File: src/rtl/seven_seg_scan_ctrl_if.sv
// Load handshake and display-drive bundle between a content producer and seven_seg_scan_ctrl.
// The master supplies display contents; the slave (scan controller) drives the decoder and anodes.
interface seven_seg_scan_ctrl_if #(
   parameter int NUM_DIGITS = 2
);
   localparam int IDX_W = (NUM_DIGITS > 1) ? $clog2(NUM_DIGITS) : 1;

   logic                    load_valid;
   logic                    load_ready;
   logic [4*NUM_DIGITS-1:0] load_digits;
   logic [NUM_DIGITS-1:0]   load_en;
   logic [3:0]              hex_sel;
   logic [NUM_DIGITS-1:0]   an_n;
   logic [IDX_W-1:0]        digit_idx;
   logic                    frame_done;

   modport master (
      output load_valid, load_digits, load_en,
      input  load_ready, hex_sel, an_n, digit_idx, frame_done
   );

   modport slave (
      input  load_valid, load_digits, load_en,
      output load_ready, hex_sel, an_n, digit_idx, frame_done
   );
endinterface

File: src/rtl/seven_seg_scan_ctrl.sv
// Time-multiplexed common-anode seven-segment scanner with blanking gaps and
// frame-synchronous double-buffered content loading.
module seven_seg_scan_ctrl #(
   parameter int NUM_DIGITS   = 2,
   parameter int DWELL_CYCLES = 24000,
   parameter int BLANK_CYCLES = 16
) (
   input  logic                  clk,
   input  logic                  reset,
   seven_seg_scan_ctrl_if.slave  bus
);
   localparam int IDX_W = (NUM_DIGITS > 1) ? $clog2(NUM_DIGITS) : 1;
   localparam int MAX_C = (DWELL_CYCLES > BLANK_CYCLES) ? DWELL_CYCLES : BLANK_CYCLES;
   localparam int CNT_W = (MAX_C > 1) ? $clog2(MAX_C) : 1;
   localparam int DW    = 4 * NUM_DIGITS;

   typedef enum logic [0:0] {
      ST_BLANK = 1'b0,
      ST_DRIVE = 1'b1
   } state_e;

   state_e                state_q, state_d;
   logic [CNT_W-1:0]      cnt_q, cnt_d;
   logic [IDX_W-1:0]      idx_q, idx_d;
   logic [DW-1:0]         pend_dig_q, pend_dig_d;
   logic [NUM_DIGITS-1:0] pend_en_q, pend_en_d;
   logic                  pend_flag_q, pend_flag_d;
   logic [DW-1:0]         shadow_dig_q, shadow_dig_d;
   logic [NUM_DIGITS-1:0] shadow_en_q, shadow_en_d;
   logic                  boundary_s;
   logic                  xfer_s;

   logic [NUM_DIGITS-1:0] an_n_q, an_n_d;
   logic [3:0]            hex_sel_q, hex_sel_d;
   logic [IDX_W-1:0]      digit_idx_q, digit_idx_d;
   logic                  frame_done_q, frame_done_d;
   logic                  load_ready_q, load_ready_d;

   // State, buffers and registered outputs; reset blanks the display and drops any pending load.
   always_ff @(posedge clk or posedge reset) begin
      if (reset) begin
         state_q      <= ST_BLANK;
         cnt_q        <= '0;
         idx_q        <= '0;
         pend_dig_q   <= '0;
         pend_en_q    <= '0;
         pend_flag_q  <= 1'b0;
         shadow_dig_q <= '0;
         shadow_en_q  <= '0;
         an_n_q       <= '1;
         hex_sel_q    <= 4'h0;
         digit_idx_q  <= '0;
         frame_done_q <= 1'b0;
         load_ready_q <= 1'b1;
      end else begin
         state_q      <= state_d;
         cnt_q        <= cnt_d;
         idx_q        <= idx_d;
         pend_dig_q   <= pend_dig_d;
         pend_en_q    <= pend_en_d;
         pend_flag_q  <= pend_flag_d;
         shadow_dig_q <= shadow_dig_d;
         shadow_en_q  <= shadow_en_d;
         an_n_q       <= an_n_d;
         hex_sel_q    <= hex_sel_d;
         digit_idx_q  <= digit_idx_d;
         frame_done_q <= frame_done_d;
         load_ready_q <= load_ready_d;
      end
   end

   // Next-state: blank/drive sequencing, digit advance, handshake capture and frame-boundary swap.
   always_comb begin
      state_d    = state_q;
      cnt_d      = cnt_q + {{(CNT_W-1){1'b0}}, 1'b1};
      idx_d      = idx_q;
      boundary_s = 1'b0;
      case (state_q)
         ST_BLANK: begin
            if (cnt_q == CNT_W'(BLANK_CYCLES - 1)) begin
               state_d = ST_DRIVE;
               cnt_d   = '0;
            end else begin
               state_d = ST_BLANK;
            end
         end
         ST_DRIVE: begin
            if (cnt_q == CNT_W'(DWELL_CYCLES - 1)) begin
               state_d = ST_BLANK;
               cnt_d   = '0;
               if (idx_q == IDX_W'(NUM_DIGITS - 1)) begin
                  idx_d      = '0;
                  boundary_s = 1'b1;
               end else begin
                  idx_d = idx_q + {{(IDX_W-1){1'b0}}, 1'b1};
               end
            end else begin
               state_d = ST_DRIVE;
            end
         end
         default: begin
            state_d = ST_BLANK;
            cnt_d   = '0;
            idx_d   = '0;
         end
      endcase

      // load_ready already excludes a pending load, so capture and swap never collide.
      xfer_s       = bus.load_valid & load_ready_q;
      shadow_dig_d = shadow_dig_q;
      shadow_en_d  = shadow_en_q;
      pend_dig_d   = pend_dig_q;
      pend_en_d    = pend_en_q;
      pend_flag_d  = pend_flag_q;
      if (boundary_s && pend_flag_q) begin
         shadow_dig_d = pend_dig_q;
         shadow_en_d  = pend_en_q;
         pend_flag_d  = 1'b0;
      end else if (boundary_s) begin
         pend_flag_d = 1'b0;
      end else begin
         pend_flag_d = pend_flag_q;
      end
      if (xfer_s) begin
         pend_dig_d  = bus.load_digits;
         pend_en_d   = bus.load_en;
         pend_flag_d = 1'b1;
      end else begin
         pend_dig_d = pend_dig_q;
      end
   end

   // Output decode from next-state values so every output is a plain register.
   always_comb begin
      an_n_d       = '1;
      hex_sel_d    = 4'h0;
      digit_idx_d  = idx_d;
      frame_done_d = boundary_s;
      // Ready stays low for the cycle after a swap, then follows the pending flag.
      load_ready_d = ~pend_flag_d & ~(boundary_s & pend_flag_q);
      if (int'(idx_d) < NUM_DIGITS) begin
         hex_sel_d = shadow_dig_d[4*int'(idx_d) +: 4];
         if (state_d == ST_DRIVE) begin
            an_n_d[idx_d] = ~shadow_en_d[idx_d];
         end else begin
            an_n_d = '1;
         end
      end else begin
         hex_sel_d = 4'h0;
         an_n_d    = '1;
      end
   end

   assign bus.an_n       = an_n_q;
   assign bus.hex_sel    = hex_sel_q;
   assign bus.digit_idx  = digit_idx_q;
   assign bus.frame_done = frame_done_q;
   assign bus.load_ready = load_ready_q;
endmodule

File: src/flat_wrapper.sv
// flat-port wrapper written by rule: the top's interface ports become plain ports
module seven_seg_scan_ctrl_flat 
#(
   parameter int NUM_DIGITS   = 2,
   parameter int DWELL_CYCLES = 24000,
   parameter int BLANK_CYCLES = 16
)
  (clk, reset, bus_load_valid, bus_load_digits, bus_load_en, bus_load_ready, bus_hex_sel, bus_an_n, bus_digit_idx, bus_frame_done);
  seven_seg_scan_ctrl_if #(.NUM_DIGITS(NUM_DIGITS)) bus_i ();
  input  logic clk;
  input  logic reset;
  input wire logic [$bits(bus_i.load_valid)-1:0] bus_load_valid;
  input wire logic [$bits(bus_i.load_digits)-1:0] bus_load_digits;
  input wire logic [$bits(bus_i.load_en)-1:0] bus_load_en;
  output wire logic [$bits(bus_i.load_ready)-1:0] bus_load_ready;
  output wire logic [$bits(bus_i.hex_sel)-1:0] bus_hex_sel;
  output wire logic [$bits(bus_i.an_n)-1:0] bus_an_n;
  output wire logic [$bits(bus_i.digit_idx)-1:0] bus_digit_idx;
  output wire logic [$bits(bus_i.frame_done)-1:0] bus_frame_done;
  assign bus_i.load_valid = bus_load_valid;
  assign bus_i.load_digits = bus_load_digits;
  assign bus_i.load_en = bus_load_en;
  assign bus_load_ready = bus_i.load_ready;
  assign bus_hex_sel = bus_i.hex_sel;
  assign bus_an_n = bus_i.an_n;
  assign bus_digit_idx = bus_i.digit_idx;
  assign bus_frame_done = bus_i.frame_done;
  seven_seg_scan_ctrl #(.NUM_DIGITS(NUM_DIGITS), .DWELL_CYCLES(DWELL_CYCLES), .BLANK_CYCLES(BLANK_CYCLES)) u_core (.clk(clk), .reset(reset), .bus(bus_i));
endmodule
File: config.mk
export PLATFORM = sky130hd
export DESIGN_NAME = seven_seg_scan_ctrl_flat
export DESIGN_NICKNAME = d
export VERILOG_FILES = /design/src/rtl/seven_seg_scan_ctrl_if.sv /design/src/rtl/seven_seg_scan_ctrl.sv /design/src/flat_wrapper.sv
export SDC_FILE = /design/constraint.sdc
export NUM_CORES = 1
export LEC_CHECK = 0
export BUFFER_PORTS_ARGS = -buffer_cell sky130_fd_sc_hd__buf_2
export CORE_MARGIN = 2
export CORE_UTILIZATION = 45
export DETAILED_ROUTE_END_ITERATION = 8
export GPL_TIMING_DRIVEN = 0
export PLACE_DENSITY = 0.75
export SYNTH_ARGS = -nofsm -noshare
export SYNTH_HDL_FRONTEND = slang
export SYNTH_SLANG_ARGS = --single-unit
File: constraint.sdc
create_clock -name clk -period 3.54 [get_ports clk]
set_input_delay 0.708 -clock clk [delete_from_list [all_inputs] [get_ports clk]]
set_output_delay 0.708 -clock clk [all_outputs]
set_load 0.01 [all_outputs]
Yosys cells after proc, flatten, opt, wreduce, memory -nomap -nowiden
Cells that the tools add are included.

Mux-type cells: 22. Shift operators: 1. Equality and inequality tests: 2. Add/subtract/negate cells: 2. Order comparisons: 2. Bitwise operators: 9. Reduce and logical (&&, ||, !) cells: 2.

Operators by type and width (number): $mux 15 (2); $pmux 15 s2 (1); $add 15x1->15 const B (1); $eq 15x15->1 const B (1); $eq 15x4->1 const B (1); $mux 1 (14); $mux 8 (1); $shiftx 8x4->4 (1); $mux 2 (2); $not 1->1 (4); $and 1x1->1 (3); $logic_and 1x1->1 (2); $lt 1x2->1 const B (1); $not 2->2 (1); $or 2x2->2 (1); $pmux 1 s2 (1); $add 1x1->1 const B (1); $demux 1 s1 (1); $ge 1x1->1 const B (1).

Bits of input ports: 13. Register bits after elaboration: 46. Logic and storage cells: 52.

Longest topological paths before layout
Gate-level depths: netlist of run 1.

Word-level depth: 11. Gate-level depth with buffers: 9. Mapped depth without buffers: 9.

Least setup slack after synthesis of run 1
No wires, ideal clock.

Path type: register -> register. Start: reg u_core.cnt_q[0]. End: reg u_core.an_n_q[1] (netlist: u_core.bus.an_n[1]). Buffers on the path: 0. Arrival time: 2.774 ns. Data required time: 3.448 ns. Setup slack: 0.674 ns. Stages on the path, launching flop included: 9. Cells stage by stage: dfrtp_1 -> ha_1 -> or4b_1 -> or4_4 -> inv_1 -> ha_1 -> nand3_1 -> mux2_2 -> or3b_2.

Longest elaborated chain between the ends: 10. Elaborated cells on any way between the ends: 22. Those cells by class: order compare (2); eq/ne (2); mux (13); bitwise (3); reduce/logical (2).

RTL lines: from (decl) (line seven_seg_scan_ctrl.sv:23) `logic [CNT_W-1:0] cnt_q, cnt_d;`; from (signal assigned) (line seven_seg_scan_ctrl.sv:57) `cnt_q <= cnt_d;`; $eq 15x15->1 (line seven_seg_scan_ctrl.sv:88) `if (cnt_q == CNT_W'(DWELL_CYCLES - 1)) begin`; $mux 1 (line seven_seg_scan_ctrl.sv:88); $mux 1 (line seven_seg_scan_ctrl.sv:78) `case (state_q)`; $logic_and 1x1->1 (line seven_seg_scan_ctrl.sv:115) `if (boundary_s && pend_flag_q) begin`; $mux 2 (line seven_seg_scan_ctrl.sv:115); net u_core.shadow_en_d[1] (line seven_seg_scan_ctrl.sv:29) `logic [NUM_DIGITS-1:0] shadow_en_q, shadow_en_d;`; $mux 1 (not written as such) (2 in series) (line seven_seg_scan_ctrl.sv:144) `an_n_d[idx_d] = ~shadow_en_d[idx_d];`; $not 1->1 (line seven_seg_scan_ctrl.sv:144); $or 2x2->2 (no source line); $mux 2 (line seven_seg_scan_ctrl.sv:143) `if (state_d == ST_DRIVE) begin`; net u_core.an_n_d[1] (line seven_seg_scan_ctrl.sv:33) `logic [NUM_DIGITS-1:0] an_n_q, an_n_d;`; to (signal assigned) (line seven_seg_scan_ctrl.sv:64) `an_n_q <= an_n_d;`; to (decl) (line seven_seg_scan_ctrl.sv:33).

The timed path passes the listed nets, and every way through them passes these cells. The select of a mux whose other input is x is not followed. A chain may end at the register's enable or synchronous reset.

Worst setup path after layout of run 1
Ends and elaborated chain as after synthesis.

==> key figures, run 1 <==
Yosys
  • Top cell type by total area after synthesis: sky130_fd_sc_hd__dfrtp_1
  • Proportion of netlist area held by the largest area contributor: a little under three fifths
  • Fraction of registers with async set/reset: 100%
  • Syn Area/Cell: roughly 12 um2
  • Portion of the post-synthesis area used by sequential elements: approximately 61%
  • Cell types with the largest area share after synthesis: sky130_fd_sc_hd__dfrtp_1, sky130_fd_sc_hd__mux2_2, sky130_fd_sc_hd__nor2_1
  • Yosys warning total: 0
  • Ys flop type: sky130_fd_sc_hd__dfrtp_1
  • Gate Count Post-Synth: around 160
  • Net Count, Synth: roughly 170
  • Post-synthesis instance area: between 1500 and 2000 um2
  • Count of flip-flops with a built-in enable after synthesis: 0
  • Flip-flop and latch count after synthesis: 46
  • Library cells used by synthesis: 30

Die
  • Core box area: 4030 um2
  • Initial Utilization: between 40% and 50%
  • Die height: approximately 69 um
  • Die Outline Area: between 4000 and 5000 um2
  • Total I/O pin count: 22
  • Die W: 68.9 um
  • Number of placement rows: 23

Global routing
  • Remaining global-route overflow: 0
  • Pin count of the biggest net entering global routing: 37
  • Vias in the first global route: around 1.2k
  • First-pass GRT wire length: 5.31 mm
  • GRT Util Overall: between 10% and 20%
  • Number of antenna violations at the first check in global routing: 0

Clocking
  • Clock Sinks: 46
  • Post-CTS resize count: 0
  • Clock slew seen by the registers of the worst setup and hold paths: around 0.080 ns
  • Hold buffer count at CTS: 0
  • Total CTS buffers: 5
  • Clk Latency, worst-skew pair: 0.29 ns
  • Post-CTS Setup Repair Bufs: 0
  • Buffers from clock root to sink, at most: 2
  • Clock tree from TritonCTS: yes
  • CTS root buf: sky130_fd_sc_hd__clkbuf_8
  • Number of H-tree branching levels: 2

Cells and area
  • Layout cells sized above 1: between 30% and 40%
  • Layout overhead on the synthesized area: 14.4%
  • Post-layout net count: 200
  • Utilization of the core after routing: 53.9%
  • Ant. Diodes: 0

Detailed routing
  • Final routed wire length divided by cell count: 13.3 um
  • Number of optimization iterations in the first detailed-route pass: 4
  • Post-DRT Antenna Nets: 0
  • Vias after detailed routing: between 1k and 1.5k
  • Final routed DRC violation total: 0
  • Drt first-iter violations: 62
  • Post-Route WL: roughly 3.1 mm
  • Via-to-Cell Ratio: 4.96

Hold path
  • Worst min path class: input pin to async pin

Placed design
  • Dpl hpwl: between 2 and 2.5 mm
  • GP Congestion: 0.751
  • Number of buffer cells added on primary ports: 21

STA
  • Final setup fails: 0
  • Final number of hold-violating endpoints: 0
  • Achievable frequency: between 300 and 400 MHz
  • Unrepaired setup endpoints after global routing: no
  • Final slew viol count: 0
  • Post-route clock skew: 0.00460 ns
  • Total Neg Setup Slack: 0 ns
  • Slew Limit Headroom: roughly 58%
  • Portion of the clock cycle consumed by the worst path in the final layout: ~89%
  • Transition at the pin with the smallest max-transition slack: approximately 0.64 ns
  • Minimum clock period after layout: 3.14 ns

Worst setup path
  • Critical Path Fanout Max: 10
  • Critical path buffer and inverter count: 1
  • Cell chain of the critical path: ha_1, or4b_1, or4_4, inv_1, ha_1, nand3_1, mux2_2, or3b_2
  • Largest stage delay on the critical path: 0.51 ns
  • Delay-heaviest family, CP: simple AND/OR/NAND/NOR gates
  • Type of the worst setup path: flip-flop to flip-flop
  • Worst Path Arrival: approximately 3.4 ns
  • Cell occurring most often along the worst timing path: sky130_fd_sc_hd__ha_1
  • Required arrival time at the worst endpoint: 3.76 ns
  • Category of the worst setup path capture point: flip-flop
  • Nature of the critical path startpoint: flip-flop
  • Critical Path Slowest Stage Cell: sky130_fd_sc_hd__or4_4

Status
  • Outcome: finished, final reports clean

Pwr
  • Lkg Pwr: around 1.1 nW
  • Power per cell area: 399 nW/um2
  • Maximum vdd ir drop: between 150 and 200 uV

Flow run
  • Number of max-cap violations: 0
==> placed cells by master (no fill, tap or decap), drive strengths merged, types with 2 or more instances in the layout <==
cell type  netlist  layout
nand4            3       3
o21ai            3       3
dfstp            3       3
nor4             3       3
xnor2            6       6
xor2             6       6
nor2            24      24
nand3            8       8
dfrtp           43      43
mux2            20      20
a21oi            2       2
clkinv           0       2
nor3             5       5
nand2            4       4
inv             10      10
ha               2       2
clkbuf           1       7
buf              1      23
==> where the power goes <==
group          switching, W  total [W]  internal (W)
sequential       0.00000269   0.000534      0.000531
combinational     0.0000133  0.0000245     0.0000111
clock              0.000170   0.000309      0.000139
total              0.000186   0.000867      0.000681
==> worst paths after layout <==
path | start | end | slack, ns | depth (start not counted)
min in group clk | u_core.pend_flag_q | u_core.bus.load_ready | 0.43 | 1
min reg2reg | u_core.pend_flag_q | u_core.bus.load_ready | 0.43 | 1
max reg2reg | u_core.cnt_q[0] | u_core.bus.an_n[1] | 0.40 | 8
min | reset | u_core.cnt_q[5] | 0.34 | 2
max in group asynchronous | reset | u_core.bus.load_ready | 2.67 | 3
max | u_core.cnt_q[0] | u_core.bus.an_n[1] | 0.40 | 8
==> cell families (layout without fill, tap and decap cells) <==
family | count (synthesis) | after routing | synth area share [%]
flip-flops | 46 | 46 | 60.8
XOR/XNOR | 12 | 12 | 5.54
multiplexers | 21 | 21 | 12.4
AO/OA/AOI/OAI | 6 | 6 | 1.91
AND/OR/NAND/NOR | 57 | 57 | 15.2
buffers and inverters | 12 | 42 | 2.77
adder cells (fa/ha/maj) | 2 | 2 | 1.32
==> final cells by class <==
type	instances	area, um2
Buffer	2	15.0
Clock inverter	2	13.8
Timing Repair Buffer	22	125
Tap cell	50	62.6
Sequential cell	46	1150
Fill cell	359	1860
Clock buffer	6	72.6
Multi-Input combinational cell	98	691
Inverter	10	37.5
==> per-stage QoR <==
| step | area (um2) | power (W) | setup slack [ns] | instances | hold WS (ns) |
|---|---|---|---|---|---|
| floorplan | 1900 | 0.000556 | 0.674 | 156 | 0.387 |
| CTS | 2170 | 0.000878 | 0.391 | 236 | 0.330 |
| detailed placement | 2090 | 0.000570 | 0.399 | 228 | 0.425 |
| global placement | 2070 | 0.000566 | 0.401 | 227 | 0.414 |
| global route | 2170 | 0.000913 | 0.235 | 236 | 0.338 |
| finish | 2170 | 0.000867 | 0.400 | 236 | 0.338 |
==> cell usage after synthesis (all sizes together), types with 2 or more instances <==
master  count
nand2       4
xnor2       6
nor2       24
xor2        6
mux2       20
nor4        3
nand4       3
dfrtp      43
nand3       8
dfstp       3
nor3        5
a21oi       2
o21ai       3
inv        10
ha          2
==> per-layer routing <==
layer / global-route usage (%) / wire length, um
met5: 0 / 0
met1: 20.7 / 1550
met3: 4.87 / 89
met4: 8.09 / 55
met2: 24.4 / 1440
==> registers in the layout (all words and copies together) (netlist names) <==
signal,count
u_core.bus.an_n,2
u_core.idx_q,1
u_core.state_q,1
u_core.bus.frame_done,1
u_core.pend_en_q,2
u_core.pend_dig_q,8
u_core.bus.hex_sel,4
u_core.cnt_q,15
u_core.shadow_en_q,2
u_core.bus.load_ready,1
u_core.pend_flag_q,1
u_core.shadow_dig_q,8
Power figures use the tool's default switching activity.
==> run 2: changes to the inputs <==
==> constraint.sdc (replaced) <==
create_clock -name clk -period 3.54 [get_ports clk]
set_input_delay 0.354 -clock clk [delete_from_list [all_inputs] [get_ports clk]]
set_output_delay 0.354 -clock clk [all_outputs]
set_load 0.01 [all_outputs]
==> key figures, run 2 (same netlist as run 1, synthesis figures left out) <==
Cells and area
  • Largest registers in the final layout: u_core.cnt_q x15, u_core.pend_dig_q x8, u_core.shadow_dig_q x8
  • Leading cell type in the layout, fill and taps excluded: sky130_fd_sc_hd__dfrtp_1
  • Flip-flop count of the largest register after layout: 15 (unchanged)
  • Ant. Diodes: 0 (unchanged)
  • Post-layout net count: 201 (+0.50%)
  • Largest register by flop count: u_core.cnt_q
  • Layout overhead on the synthesized area: 15.0%
  • Non-Filler Instances: 237 (+0.42%)
  • Top library cells by usage in the layout, fill and taps aside: sky130_fd_sc_hd__dfrtp_1, sky130_fd_sc_hd__nor2_1, sky130_fd_sc_hd__buf_2
  • Fillers: 358 (-0.28%)
  • Layout cells sized above 1: 31.0% (-0.17 points)

STA
  • Transition at the pin with the smallest max-transition slack: 0.631 ns (-0.00367 ns)
  • Post-route clock skew: 0.00460 ns (-0.00000452 ns)
  • Portion of the clock cycle consumed by the worst path in the final layout: 88.7% (about the same)
  • Minimum clock period after layout: 3.14 ns (+0.000267 ns)
  • Achievable frequency: 318 MHz (about the same)
  • Total Neg Setup Slack: 0 ns (unchanged)
  • Final number of hold-violating endpoints: 0 (unchanged)
  • Final setup fails: 0 (unchanged)
  • Final slew viol count: 0 (unchanged)
  • Final worst setup slack: 0.400 ns (-0.000267 ns)
  • Unrepaired setup endpoints after global routing: no
  • Slew Limit Headroom: 57.9% (+0.24 points)

Die
  • Die height: 68.9 um (unchanged)
  • Number of placement rows: 23 (unchanged)
  • Core box area: 4030 um2 (unchanged)
  • Die Outline Area: 4750 um2 (unchanged)
  • Total I/O pin count: 22 (unchanged)
  • Initial Utilization: 47.1% (unchanged)
  • Die W: 68.9 um (unchanged)

Pwr
  • Part of the power in the clock network: 35.6% (about the same)
  • Switching share of total power: 21.4% (about the same)
  • Cell-internal power: 0.000682 W (+0.10%)
  • Power per cell area: 398 nW/um2 (-0.36%)
  • Sequential Power Share: 61.5% (about the same)
  • Switching power of the nets: 0.000186 W (about the same)
  • Lkg Pwr: 1.10 nW (+0.38%)
  • Combinational Power Share: 2.9% (about the same)
  • Maximum vdd ir drop: 173 uV (about the same)

Flow run
  • Number of max-cap violations: 0 (unchanged)

Clocking
  • Buffers from clock root to sink, at most: 2 (unchanged)
  • Clock Sinks: 46 (unchanged)
  • Clock tree from TritonCTS: yes
  • Clock slew seen by the registers of the worst setup and hold paths: 0.08 ns (about the same)
  • CTS root buf: sky130_fd_sc_hd__clkbuf_8
  • Clk Latency, worst-skew pair: 0.29 ns (about the same)
  • Number of H-tree branching levels: 2 (unchanged)
  • Total CTS buffers: 5 (unchanged)
  • Post-CTS Setup Repair Bufs: 0 (unchanged)

Worst setup path
  • Cell chain of the critical path: ha_1, or4b_1, or4_4, inv_1, ha_1, nand3_1, mux2_2, or3b_2
  • Required arrival time at the worst endpoint: 3.76 ns (about the same)
  • Critical Path Slowest Stage Cell: sky130_fd_sc_hd__or4_4
  • Reg-to-reg setup timing slack: 0.40 ns (about the same)
  • Largest stage delay on the critical path: 0.51 ns (about the same)
  • Delay-heaviest family, CP: simple AND/OR/NAND/NOR gates
  • Type of the worst setup path: flip-flop to flip-flop
  • CP Depth: 8 (unchanged)
  • Critical path buffer and inverter count: 1 (unchanged)
  • Launch instance of the worst register-to-register path: u_core.cnt_q[0]
  • Category of the worst setup path capture point: flip-flop
  • Worst r2r dst: u_core.bus.an_n[1]
  • Critical Path Fanout Max: 10 (unchanged)
  • Nature of the critical path startpoint: flip-flop
  • Cell occurring most often along the worst timing path: sky130_fd_sc_hd__ha_1
  • Worst Path Arrival: 3.36 ns (about the same)
  • Number of cell instances on the worst register-to-register path: 8 (unchanged)

Detailed routing
  • Final routed wire length divided by cell count: 13.2 um (-0.26%)
  • Final routed DRC violation total: 0 (unchanged)
  • Post-Route WL: 3.13 mm (+0.16%)
  • Detail Route met2 WL: 1.44 mm (unchanged)
  • Post-DRT Antenna Nets: 0 (unchanged)
  • Via-to-Cell Ratio: 4.95 (-0.17%)
  • Routed wire length on met3: 88 um (-1.1%)
  • Uppermost metal layer occupied by signal nets: met4
  • Number of optimization iterations in the first detailed-route pass: 4 (unchanged)
  • Drt first-iter violations: 52 (-16%)
  • Vias after detailed routing: 1,173 (+0.26%)
  • Met1 Wirelength: 1.56 mm (+0.45%)

Placed design
  • Number of placed cells counting well taps: 228 (unchanged)
  • Place WS: 0.399 ns (unchanged)
  • Dpl hpwl: 2.22 mm (unchanged)
  • GP Congestion: 0.751 (unchanged)
  • Number of buffer cells added on primary ports: 21 (unchanged)

Global routing
  • Remaining global-route overflow: 0 (unchanged)
  • Pin count of the biggest net entering global routing: 37 (unchanged)
  • Vias in the first global route: 1,163 (+0.52%)
  • First-pass GRT wire length: 5.32 mm (+0.25%)
  • Number of antenna violations at the first check in global routing: 0 (unchanged)
  • GRT Util Overall: 16.1% (+0.035 points)

Hold path
  • Worst Hold Depth: 2
  • Hold path endpoint: u_core.bus.load_ready
  • Worst min path class: input pin to flip-flop
  • Hold_sp: bus_load_valid

Status
  • Outcome: finished, final reports clean
## run 2: cell count changes in the layout (fill, tap and decap cells not counted), sizes merged
cell / delta
dlygate4sd3: +1
## run 2: through the flow
stage / power (W) / hold WS [ns] / util, % / instance area (um2)
floorplan: 0.000556 / 0.387 / - / 1900
global placement: 0.000566 / 0.414 / 51.3 / 2070
detailed placement: 0.000570 / 0.299 / 51.8 / 2090
CTS: 0.000879 / 0.205 / 54.2 / 2180
global route: 0.000914 / 0.199 / 54.2 / 2180
finish: 0.000868 / 0.210 / 54.2 / 2180
## run 2: what timing repair did
item / in CTS / in global routing
hold endpoints to repair: 10 / 0
resized for setup: 0 / 0
hold buffers: 1 / 0
## run 2: area by class of cell
cell class | count | area [um2] | share of cell area [%]
multi-input combinational | 98 | 691 | 31.7
timing repair buffer | 23 | 135 | 6.19
clock buffer | 6 | 72.6 | 3.33
buffer | 2 | 15.0 | 0.688
inverter | 10 | 37.5 | 1.72
sequential | 46 | 1150 | 52.9
clock inverter | 2 | 13.8 | 0.631
tap | 50 | 62.6 | 2.87
## run 2: power by group through the flow
stage,logic [W],registers [W],clock network (W)
final,0.0000253,0.000534,0.000309
after global routing,0.0000293,0.000535,0.000350
after CTS,0.0000264,0.000534,0.000319
after detailed placement,0.0000257,0.000544,0
after global placement,0.0000217,0.000544,0
after floorplan,0.0000128,0.000543,0
## run 2: worst max-delay path by stage
stage                    start                 end
6_report       u_core.cnt_q[0]  u_core.bus.an_n[1]
2_1_floorplan  u_core.cnt_q[0]  u_core.bus.an_n[1]
4_1_cts        u_core.cnt_q[0]  u_core.bus.an_n[1]
5_1_grt        u_core.cnt_q[0]  u_core.bus.an_n[1]
3_5_place_dp   u_core.cnt_q[0]  u_core.bus.an_n[1]
3_3_place_gp   u_core.cnt_q[0]  u_core.bus.an_n[1]
## run 2: metal layers
layer,global-route usage [%],vias to the layer above
met3,4.87,4
met1,20.7,556
met5,0,-
li1,-,591
met4,8.09,0
met2,24.5,22
==> run 3: changes to the inputs <==
--- a/config.mk
+++ b/config.mk
@@ -9,7 +9,6 @@
 export CORE_MARGIN = 2
 export CORE_UTILIZATION = 45
 export DETAILED_ROUTE_END_ITERATION = 8
-export GPL_TIMING_DRIVEN = 0
 export PLACE_DENSITY = 0.75
 export SYNTH_ARGS = -nofsm -noshare
 export SYNTH_HDL_FRONTEND = slang
==> key figures, run 3 (same netlist as run 1, synthesis figures left out) <==
Hold path
  • Worst min path class: input pin to async pin

Flow run
  • Number of max-cap violations: 0 (unchanged)

Global routing
  • Remaining global-route overflow: 0 (unchanged)
  • Vias in the first global route: 1,216 (+4.6%)
  • GRT Util Overall: 15.7% (-0.36 points)
  • Pin count of the biggest net entering global routing: 47 (+27%)
  • First-pass GRT wire length: 5.38 mm (+1.2%)
  • Number of antenna violations at the first check in global routing: 0 (unchanged)

Pwr
  • Maximum vdd ir drop: 216 uV (+25%)
  • Lkg Pwr: 1.10 nW (-0.12%)
  • Total power: 0.000952 W (+9.6%)
  • Power per cell area: 436 nW/um2 (+9.6%)

Cells and area
  • Flip-flop count of the largest register after layout: 15 (unchanged)
  • Top library cells by usage in the layout, fill and taps aside: sky130_fd_sc_hd__dfrtp_1, sky130_fd_sc_hd__nor2_1, sky130_fd_sc_hd__buf_2
  • Largest registers in the final layout: u_core.cnt_q x15, u_core.pend_dig_q x8, u_core.shadow_dig_q x8
  • Finished Cell Area: 2180 um2 (unchanged)
  • Leading cell type in the layout, fill and taps excluded: sky130_fd_sc_hd__dfrtp_1
  • Fillers: 352 (-1.7%)
  • Post-layout net count: 199 (-1.0%)
  • Layout overhead on the synthesized area: 15.0% (unchanged)
  • Ant. Diodes: 0 (unchanged)
  • Layout cells sized above 1: 30.8% (-0.21 points)
  • Largest register by flop count: u_core.cnt_q

Worst setup path
  • Critical Path Fanout Max: 7 (-3)
  • Number of cell instances on the worst register-to-register path: 9 (+1)
  • Worst setup path start: u_core.cnt_q[0]
  • Delay-heaviest family, CP: simple AND/OR/NAND/NOR gates
  • Type of the worst setup path: flip-flop to flip-flop
  • Category of the worst setup path capture point: flip-flop
  • Largest stage delay on the critical path: 0.51 ns (about the same)
  • Reg-to-reg setup timing slack: 0.64 ns (+0.24 ns)
  • Nature of the critical path startpoint: flip-flop
  • Cell chain of the critical path: ha_1, or4b_1, or4_4, inv_1, ha_1, mux2i_1, inv_1, nor2_1, nor2_1
  • Launch instance of the worst register-to-register path: u_core.cnt_q[0]
  • Required arrival time at the worst endpoint: 3.73 ns (-0.03 ns)
  • Worst r2r dst: u_core.bus.hex_sel[0]
  • CP Depth: 9 (+1)
  • Worst Path Arrival: 3.09 ns (-0.27 ns)
  • Critical path buffer and inverter count: 2 (+1)
  • Critical Path Slowest Stage Cell: sky130_fd_sc_hd__or4_4

Die
  • Die Outline Area: 4750 um2 (unchanged)
  • Number of placement rows: 23 (unchanged)
  • Die height: 68.9 um (unchanged)
  • Die W: 68.9 um (unchanged)
  • Initial Utilization: 47.1% (unchanged)
  • Total I/O pin count: 22 (unchanged)
  • Core box area: 4030 um2 (unchanged)

Detailed routing
  • Post-DRT Antenna Nets: 0 (unchanged)
  • Number of optimization iterations in the first detailed-route pass: 4 (unchanged)
  • Final routed DRC violation total: 0 (unchanged)
  • Via-to-Cell Ratio: 5.05 (+2.0%)
  • Final routed wire length divided by cell count: 13.4 um (+0.98%)
  • Vias after detailed routing: 1,186 (+1.1%)
  • Post-Route WL: 3.14 mm (+0.13%)
  • Drt first-iter violations: 83 (+60%)

Placed design
  • Dpl hpwl: 2.24 mm (+0.61%)
  • Cell area after placement: 2070 um2 (-0.96%)
  • GP Congestion: 0.732 (-2.6%)
  • Place WS: 0.601 ns (+0.201 ns)
  • Number of buffer cells added on primary ports: 21 (unchanged)

Clocking
  • Clock slew seen by the registers of the worst setup and hold paths: 0.09 ns (about the same)
  • Hold buffer count at CTS: 0 (-1)
  • Buffers from clock root to sink, at most: 2 (unchanged)
  • Post-CTS Setup Repair Bufs: 0 (unchanged)
  • Clock Sinks: 46 (unchanged)
  • Total CTS buffers: 5 (unchanged)
  • Number of H-tree branching levels: 2 (unchanged)
  • Post-CTS resize count: 0 (unchanged)
  • Clk Latency, worst-skew pair: 0.29 ns (about the same)
  • CTS root buf: sky130_fd_sc_hd__clkbuf_8
  • Clock tree from TritonCTS: yes

STA
  • Post-Route Hold Slack: 0.186 ns (-0.0244 ns)
  • Total Neg Setup Slack: 0 ns (unchanged)
  • Post-route clock skew: 0.0120 ns (+0.00745 ns)
  • Final setup fails: 0 (unchanged)
  • Achievable frequency: 345 MHz (+8.2%)
  • Final number of hold-violating endpoints: 0 (unchanged)
  • Minimum clock period after layout: 2.90 ns (-0.239 ns)
  • Unrepaired setup endpoints after global routing: no
  • Transition at the pin with the smallest max-transition slack: 0.549 ns (-0.0823 ns)
  • Final slew viol count: 0 (unchanged)
  • Final worst setup slack: 0.639 ns (+0.239 ns)
  • Slew Limit Headroom: 62.3% (+4.4 points)
  • Portion of the clock cycle consumed by the worst path in the final layout: 82.0% (-6.7 points)

Status
  • Outcome: finished, final reports clean
[run 3: cell count changes in the layout (fill, tap and decap cells not counted), sizes merged]
cell,before,now
inv,10,9
clkinv,2,1
bufinv,0,1
dlygate4sd3,1,0
[run 3: how the worst max path moves through the flow]
| stage | end | slack [ns] |
|---|---|---|
| final | u_core.bus.hex_sel[0] | 0.64 |
| after global routing | u_core.bus.hex_sel[3] | 0.34 |
| after CTS | u_core.bus.hex_sel[0] | 0.60 |
| after detailed placement | u_core.bus.hex_sel[3] | 0.60 |
| after global placement | u_core.bus.hex_sel[3] | 0.66 |
| after floorplan | u_core.bus.an_n[1] | 0.67 |
[run 3: tightest hold or removal path, delay by kind of cell]
kind | cells | cell delay [ns]
buffers and inverters | 3 | 0.59
[run 3: where the power goes]
part           total [W]  internal, W  switching (W)  leakage (nW)
sequential      0.000534     0.000531     0.00000290         0.602
combinational  0.0000221   0.00000958      0.0000126         0.440
clock           0.000396     0.000230       0.000166        0.0585
[run 3: layout make-up]
cell class | instances | area [um2] | area share [%]
sequential | 46 | 1150 | 52.9
multi-input combinational | 98 | 691 | 31.7
timing repair buffer | 23 | 120 | 5.50
clock buffer | 7 | 86.3 | 3.96
tap | 50 | 62.6 | 2.87
inverter | 10 | 37.5 | 1.72
clock inverter | 1 | 30.0 | 1.38
[run 3: routing by layer]
metal | vias to the layer above | global-route usage (%) | part of all wire (%)
met1 | 570 | 19.0 | 46
met4 | 0 | 7.84 | 1.9
met2 | 27 | 26.3 | 48
li1 | 582 | - | -
met5 | - | 0 | 0
met3 | 7 | 3.41 | 3.6
[run 3: metrics by stage]
stage	cells	utilization [%]
after detailed placement	227	51.3
after global placement	227	51.3
after CTS	235	54.2
after floorplan	156	-
after global routing	235	54.2
final	235	54.2
